==> src/rtl/fwd_hazard_unit_if.sv <==
// Decode-side bundle for the forwarding/hazard unit: ID-stage instruction fields in,
// operand-mux selects, load-use stall and stall counter out.
//
// Qualification: id_valid marks the ID fields as a real instruction in the current cycle.
// There is no backpressure handshake; the unit answers combinationally in the same cycle.
// When stall is high, decode must hold the same instruction on the ID fields for the next
// cycle. flush kills whatever is on the ID fields in that cycle.
interface fwd_hazard_unit_if #(
    parameter int REG_ADDR_W = 5,
    parameter int CNT_W      = 32
);
    logic                  id_valid;
    logic [REG_ADDR_W-1:0] id_rs;
    logic [REG_ADDR_W-1:0] id_rt;
    logic                  id_uses_rt;
    logic [REG_ADDR_W-1:0] id_rd;
    logic                  id_reg_write;
    logic                  id_mem_read;
    logic                  flush;
    logic [1:0]            fwd_a_sel;
    logic [1:0]            fwd_b_sel;
    logic                  stall;
    logic [CNT_W-1:0]      stall_count;

    // Decode / pipeline control side.
    modport master (
        output id_valid, id_rs, id_rt, id_uses_rt, id_rd, id_reg_write, id_mem_read, flush,
        input  fwd_a_sel, fwd_b_sel, stall, stall_count
    );

    // Forwarding / hazard unit side.
    modport slave (
        input  id_valid, id_rs, id_rt, id_uses_rt, id_rd, id_reg_write, id_mem_read, flush,
        output fwd_a_sel, fwd_b_sel, stall, stall_count
    );
endinterface

==> src/rtl/fwd_hazard_unit.sv <==
// Forwarding and load-use hazard unit for a 5-stage MIPS pipeline.
// Tracks shadow copies of the EX, EX/MEM and MEM/WB destination/control fields and
// produces the EX operand-mux selects (00 regfile, 01 EX/MEM ALU, 10 MEM/WB writeback),
// the one-cycle load-use stall and a saturating stall-cycle counter.
module fwd_hazard_unit #(
    parameter int REG_ADDR_W = 5,
    parameter int CNT_W      = 32
) (
    input logic                clk,
    input logic                rst,
    fwd_hazard_unit_if.slave   bus
);

    localparam logic [1:0] SEL_RF  = 2'b00;
    localparam logic [1:0] SEL_MEM = 2'b01;
    localparam logic [1:0] SEL_WB  = 2'b10;

    // EX keeps the full record; the later stages only keep the fields the
    // forwarding compares read (source fields are dead once past EX).
    typedef struct packed {
        logic                  valid;
        logic [REG_ADDR_W-1:0] rs;
        logic [REG_ADDR_W-1:0] rt;
        logic                  uses_rt;
        logic [REG_ADDR_W-1:0] rd;
        logic                  reg_write;
        logic                  mem_read;
    } ex_stage_t;

    typedef struct packed {
        logic                  valid;
        logic [REG_ADDR_W-1:0] rd;
        logic                  reg_write;
        logic                  mem_read;
    } mem_stage_t;

    typedef struct packed {
        logic                  valid;
        logic [REG_ADDR_W-1:0] rd;
        logic                  reg_write;
    } wb_stage_t;

    ex_stage_t        ex_q;
    mem_stage_t       mem_q;
    wb_stage_t        wb_q;
    ex_stage_t        ex_next;
    logic [CNT_W-1:0] stall_count_q;
    logic             stall_c;
    logic [1:0]       a_sel_c;
    logic [1:0]       b_sel_c;

    // Newest producer wins: an EX/MEM ALU result beats the MEM/WB value. A load in
    // EX/MEM has no data yet, so it never forwards from there. r0 never matches.
    function automatic logic [1:0] pick_src(
        input logic [REG_ADDR_W-1:0] src,
        input mem_stage_t            m,
        input wb_stage_t             w
    );
        logic [1:0] sel;
        sel = SEL_RF;
        if (m.valid && m.reg_write && !m.mem_read && (m.rd != '0) && (m.rd == src)) begin
            sel = SEL_MEM;
        end else if (w.valid && w.reg_write && (w.rd != '0) && (w.rd == src)) begin
            sel = SEL_WB;
        end
        return sel;
    endfunction

    // Load-use detection: the load in EX cannot serve the ID instruction next cycle.
    // A flushed ID instruction is being discarded anyway, so it never stalls.
    always_comb begin
        stall_c = 1'b0;
        if (!bus.flush && bus.id_valid && ex_q.valid && ex_q.mem_read && (ex_q.rd != '0)) begin
            stall_c = (ex_q.rd == bus.id_rs) || (bus.id_uses_rt && (ex_q.rd == bus.id_rt));
        end
    end

    // Operand-mux selects for the instruction currently in EX.
    always_comb begin
        a_sel_c = pick_src(ex_q.rs, mem_q, wb_q);
        b_sel_c = SEL_RF;
        if (ex_q.uses_rt) begin
            b_sel_c = pick_src(ex_q.rt, mem_q, wb_q);
        end
    end

    // Next EX entry: the ID instruction, or an all-zero bubble when stalled, flushed or empty.
    always_comb begin
        ex_next = '0;
        if (!stall_c && !bus.flush && bus.id_valid) begin
            ex_next.valid     = 1'b1;
            ex_next.rs        = bus.id_rs;
            ex_next.rt        = bus.id_rt;
            ex_next.uses_rt   = bus.id_uses_rt;
            ex_next.rd        = bus.id_rd;
            ex_next.reg_write = bus.id_reg_write;
            ex_next.mem_read  = bus.id_mem_read;
        end
    end

    // Advance the shadow pipeline one stage and count stall cycles (saturating).
    always_ff @(posedge clk) begin
        if (rst) begin
            ex_q          <= '0;
            mem_q         <= '0;
            wb_q          <= '0;
            stall_count_q <= '0;
        end else begin
            wb_q.valid      <= mem_q.valid;
            wb_q.rd         <= mem_q.rd;
            wb_q.reg_write  <= mem_q.reg_write;
            mem_q.valid     <= ex_q.valid;
            mem_q.rd        <= ex_q.rd;
            mem_q.reg_write <= ex_q.reg_write;
            mem_q.mem_read  <= ex_q.mem_read;
            ex_q            <= ex_next;
            if (stall_c && (stall_count_q != {CNT_W{1'b1}})) begin
                stall_count_q <= stall_count_q + 1'b1;
            end
        end
    end

    assign bus.fwd_a_sel   = a_sel_c;
    assign bus.fwd_b_sel   = b_sel_c;
    assign bus.stall       = stall_c;
    assign bus.stall_count = stall_count_q;

endmodule

==> src/flat_wrapper.sv <==
// flat-port wrapper written by rule: the top's interface ports become plain ports
module fwd_hazard_unit_flat 
#(
    parameter int REG_ADDR_W = 5,
    parameter int CNT_W      = 32
)
  (clk, rst, bus_id_valid, bus_id_rs, bus_id_rt, bus_id_uses_rt, bus_id_rd, bus_id_reg_write, bus_id_mem_read, bus_flush, bus_fwd_a_sel, bus_fwd_b_sel, bus_stall, bus_stall_count);
  fwd_hazard_unit_if #(.REG_ADDR_W(REG_ADDR_W), .CNT_W(CNT_W)) bus_i ();
  input logic clk;
  input logic rst;
  input wire logic [$bits(bus_i.id_valid)-1:0] bus_id_valid;
  input wire logic [$bits(bus_i.id_rs)-1:0] bus_id_rs;
  input wire logic [$bits(bus_i.id_rt)-1:0] bus_id_rt;
  input wire logic [$bits(bus_i.id_uses_rt)-1:0] bus_id_uses_rt;
  input wire logic [$bits(bus_i.id_rd)-1:0] bus_id_rd;
  input wire logic [$bits(bus_i.id_reg_write)-1:0] bus_id_reg_write;
  input wire logic [$bits(bus_i.id_mem_read)-1:0] bus_id_mem_read;
  input wire logic [$bits(bus_i.flush)-1:0] bus_flush;
  output wire logic [$bits(bus_i.fwd_a_sel)-1:0] bus_fwd_a_sel;
  output wire logic [$bits(bus_i.fwd_b_sel)-1:0] bus_fwd_b_sel;
  output wire logic [$bits(bus_i.stall)-1:0] bus_stall;
  output wire logic [$bits(bus_i.stall_count)-1:0] bus_stall_count;
  assign bus_i.id_valid = bus_id_valid;
  assign bus_i.id_rs = bus_id_rs;
  assign bus_i.id_rt = bus_id_rt;
  assign bus_i.id_uses_rt = bus_id_uses_rt;
  assign bus_i.id_rd = bus_id_rd;
  assign bus_i.id_reg_write = bus_id_reg_write;
  assign bus_i.id_mem_read = bus_id_mem_read;
  assign bus_i.flush = bus_flush;
  assign bus_fwd_a_sel = bus_i.fwd_a_sel;
  assign bus_fwd_b_sel = bus_i.fwd_b_sel;
  assign bus_stall = bus_i.stall;
  assign bus_stall_count = bus_i.stall_count;
  fwd_hazard_unit #(.REG_ADDR_W(REG_ADDR_W), .CNT_W(CNT_W)) u_core (.clk(clk), .rst(rst), .bus(bus_i));
endmodule
==> config.mk <==
export PLATFORM = sky130hd
export DESIGN_NAME = fwd_hazard_unit_flat
export DESIGN_NICKNAME = d
export VERILOG_FILES = /design/src/rtl/fwd_hazard_unit_if.sv /design/src/rtl/fwd_hazard_unit.sv /design/src/flat_wrapper.sv
export SDC_FILE = /design/constraint.sdc
export NUM_CORES = 1
export LEC_CHECK = 0
export BUFFER_PORTS_ARGS = -buffer_cell sky130_fd_sc_hd__buf_2
export CAP_MARGIN = 20
export CORE_UTILIZATION = 45
export CTS_CLUSTER_DIAMETER = 200
export DETAILED_ROUTE_END_ITERATION = 8
export GPL_TIMING_DRIVEN = 0
export HOLD_SLACK_MARGIN = 0.05
export PLACE_DENSITY = 0.67
export SYNTH_ARGS = -nofsm -noshare
export SYNTH_HDL_FRONTEND = slang
export SYNTH_SLANG_ARGS = --single-unit
==> constraint.sdc <==
create_clock -name clk -period 2.6 [get_ports clk]
set_clock_uncertainty 0.1 [all_clocks]
set_input_delay 0.52 -clock clk [delete_from_list [all_inputs] [get_ports clk]]
set_output_delay 0.52 -clock clk [all_outputs]
set_load 0.01 [all_outputs]
==> impl_metrics.py <==
metrics = {
    "critical_path": {
        "critPathMaxStageDelay_ns": 0.54,
        "cp.required_ns": 1.98,
        "timing.critical_path.max_delay_family": "simple AND/OR/NAND/NOR gates",
        "cp_cell_sequence": "or4_1 > o21ai_0 > nor4_1 > nor3_1 > buf_2",
        "critical_path.max_fanout": 4,
        "end_kind": "output pin",
        "number_of_cells_on_the_critical_path": 5,
        "cell_depth_of_the_worst_flop_to_flop_path": 9,
        "cp_data_arrival_time_ns": 1.90,
        "timing_worst_setup_path_type": "reg -> out",
        "cp-start-kind": "flip-flop",
        "timing.critical_path.slowest_stage_cell": "sky130_fd_sc_hd__or4_1",
        "cp_num_buf_inv": 1,
    },
    "logic_synthesis": {
        "yosys_warning_count": 0,
        "syn-cell-area_um2": 3060,
        "ys_async_sr_fraction": 0,
        "synth_sequential_area_ratio": 0.432,
        "synth-edff-count": 0,
        "synth.net_count": 355,
        "avgSynthCellArea_um2": 9.21,
        "number_of_register_bits_inferred_by_synthesis": 66,
        "ys_dominant_reg_cell": "sky130_fd_sc_hd__dfxtp_1",
        "post_synth_num_cell_types": 48,
        "syn-instance-count": 332,
    },
    "routing": {
        "antenna_left": 0,
        "routed_wl_um": 7170,
        "initial_drt_markers": 97,
        "remaining_drc_errors": 2,
        "detail_route.vias_per_cell": 5.52,
        "drt-wirelength-per-cell_um": 14.9,
        "detailedRoute.firstPassIterationCount": 6,
        "routed-via-count": 2654,
    },
    "clock_network": {
        "tritoncts.num_buffers": 9,
        "clk_root_buffer_cell": "sky130_fd_sc_hd__clkbuf_8",
        "tritoncts": "done",
        "post_cts.repair.setup_buffers": 0,
        "clock_input_transition_at_the_sequential_cells_of_the_worst_setup_and_hold_paths_ns": 0.07,
        "cts_max_level": 3,
        "cts_buffer_depth": 2,
        "cts.sink_count": 66,
        "clk-insertion-delay-late_ns": 0.33,
    },
    "finish": {
        "areaGrowthSynthToFinish_pct": 19.3,
        "layout_commonest_cell": "sky130_fd_sc_hd__dfxtp_1",
        "design.final.nets": 424,
        "num-fill-cells": 622,
        "antenna_cells_inserted": 0,
        "layout.cells.most_common_list": "66 x sky130_fd_sc_hd__dfxtp_1, 60 x sky130_fd_sc_hd__buf_2, 22 x sky130_fd_sc_hd__nor2_1, 22 x sky130_fd_sc_hd__xnor2_1, 21 x sky130_fd_sc_hd__nor2b_1",
        "final-instance-count-excl-fill": 481,
        "drive_gt1_frac": 0.225,
    },
    "global_route": {
        "use_met2": 0.352,
        "grt_usage": 0.212,
        "grt_pass1_wl_um": 11700,
        "grt.met3_usage": 0.0393,
        "grtUsageMet1": 0.262,
        "busiest_layer": "met2",
        "global_route.overflow_total": 0,
        "initial_antenna_violation_count": 0,
        "first_global_vias": 2458,
        "grt_max_degree": 11,
    },
    "sta": {
        "finalSetupTns_ns": 0,
        "finalWorstSetupSlack_ns": 0.0753,
        "slew_headroom": 0.561,
        "hold_violations": 0,
        "timing.final.max_slew_violations": 0,
        "rsz0062_at_grt": "no",
        "finalSetupViolCount": 0,
        "tightest_slew_ns": 0.659,
        "final_min_period_over_clock_period": 0.971,
        "timing.fmax_mhz": 396,
        "finalWorstPathRequiredPeriod_ns": 2.52,
    },
    "die": {
        "io_pins": 59,
        "starting_density": 0.473,
        "placement_rows": 29,
        "floorplan.die.height_um": 84.4,
        "fp.dieArea_um2": 7130,
        "core_region_area_um2": 6460,
        "chipWidth_um": 84.4,
    },
    "place": {
        "buffer_ports.inserted": 58,
        "number_of_cells_after_detailed_placement": 467,
        "detailedPlace.worstSlack_ns": 0.125,
        "hpwlAfterDp_um": 5260,
        "place.gp.congestion": 0.906,
    },
    "flow_run": {
        "cap_violations": 0,
    },
    "outcome": {
        "violations": "DRC",
        "outcome": "finished with violations",
    },
    "min_path": {
        "hold_depth": 2,
        "hold_class": "in -> reg",
    },
    "power_and_ir_drop": {
        "leakage_nw": 1.48,
        "vdd.ir_drop.worst_uv": 431,
        "p_per_area_nw_per_um2": 540,
    },
}
## through the flow
stage               utilization  area [um^2]  power [mW]  hold slack [ns]
floorplan                     -         3060        1.11            0.314
global placement          0.533         3440        1.14            0.319
detailed placement        0.533         3440        1.15            0.343
CTS                       0.563         3640        1.99            0.268
global route              0.565         3650        2.04            0.279
finish                    0.565         3650        1.97            0.280
## per-layer routing
layer	vias to the layer above	routed length, um
met5	-	0
met4	0	170
met3	13	312
met2	64	3460
met1	1244	3220
li1	1333	-
## worst paths after layout
path	start	to	slack, ns
worst max-delay path	u_core.mem_q[2]	bus_fwd_b_sel[1]	0.08
worst min-delay path	bus_id_rd[4]	u_core.ex_q[6]	0.28
worst max register to register	u_core.bus.stall_count[0]	u_core.bus.stall_count[1]	0.32
worst min register to register	u_core.ex_q[1]	u_core.mem_q[1]	0.35
## kinds of logic (layout without fill, tap and decap cells)
family / Yosys count / after routing / share of synthesized area
simple gates: 155 / 155 / 0.301
flops: 66 / 66 / 0.432
compound gates: 50 / 50 / 0.108
xor+xnor: 34 / 34 / 0.0974
buf+inv: 19 / 91 / 0.0315
mux: 7 / 7 / 0.0254
fa+ha+maj: 1 / 1 / 0.00409
## sequential cells by signal, summed over array words and instances (netlist names)
register                flops
u_core.wb_q                 7
u_core.ex_q                19
u_core.bus.stall_count     32
u_core.mem_q                8
## cells in the mapped netlist (all sizes together) (2+ instances only)
| cell type | number | area [um^2] |
|---|---|---|
| a21oi | 18 | 90.1 |
| and2 | 20 | 125 |
| and3 | 5 | 31.3 |
| and4 | 3 | 26.3 |
| buf | 7 | 51.3 |
| clkbuf | 4 | 15.0 |
| dfxtp | 66 | 1320 |
| inv | 8 | 30.0 |
| mux2 | 6 | 67.6 |
| nand2 | 14 | 52.6 |
| nand3 | 21 | 110 |
| nand4 | 10 | 68.8 |
| nand4b | 2 | 17.5 |
| nor2 | 22 | 82.6 |
| nor2b | 21 | 131 |
| nor3 | 9 | 55.1 |
| nor4 | 7 | 43.8 |
| nor4b | 2 | 32.5 |
| o21a | 2 | 15.0 |
| o21ai | 8 | 40.0 |
| o31a | 2 | 17.5 |
| o31ai | 7 | 52.6 |
| o41ai | 4 | 35.0 |
| or3 | 7 | 43.8 |
| or4 | 8 | 60.1 |
| or4b | 4 | 40.0 |
| xnor2 | 22 | 193 |
| xor2 | 12 | 105 |
## where the power goes
part           leakage (nW)  switching (mW)  total, mW  internal (mW)
combinational         0.848          0.0482     0.0899         0.0417
clock                 0.101           0.366      0.847          0.481
sequential            0.534         0.00969       1.03           1.02
## layout make-up
class / instances / area [um^2] / area share
multi-input cells: 247 / 1650 / 0.452
flip-flops and latches: 66 / 1320 / 0.362
repair buffers: 58 / 290 / 0.0796
clock buffers: 11 / 151 / 0.0415
well taps: 77 / 96.3 / 0.0264
plain buffers: 11 / 66.3 / 0.0182
clock inverters: 3 / 40.0 / 0.0110
inverters: 8 / 32.5 / 0.00892
## timing repair
action,in CTS,in global routing
endpoints found under the setup margin,0,3
gates resized for setup,0,3
hold buffers,0,0
(Power assumes the default switching activity.)
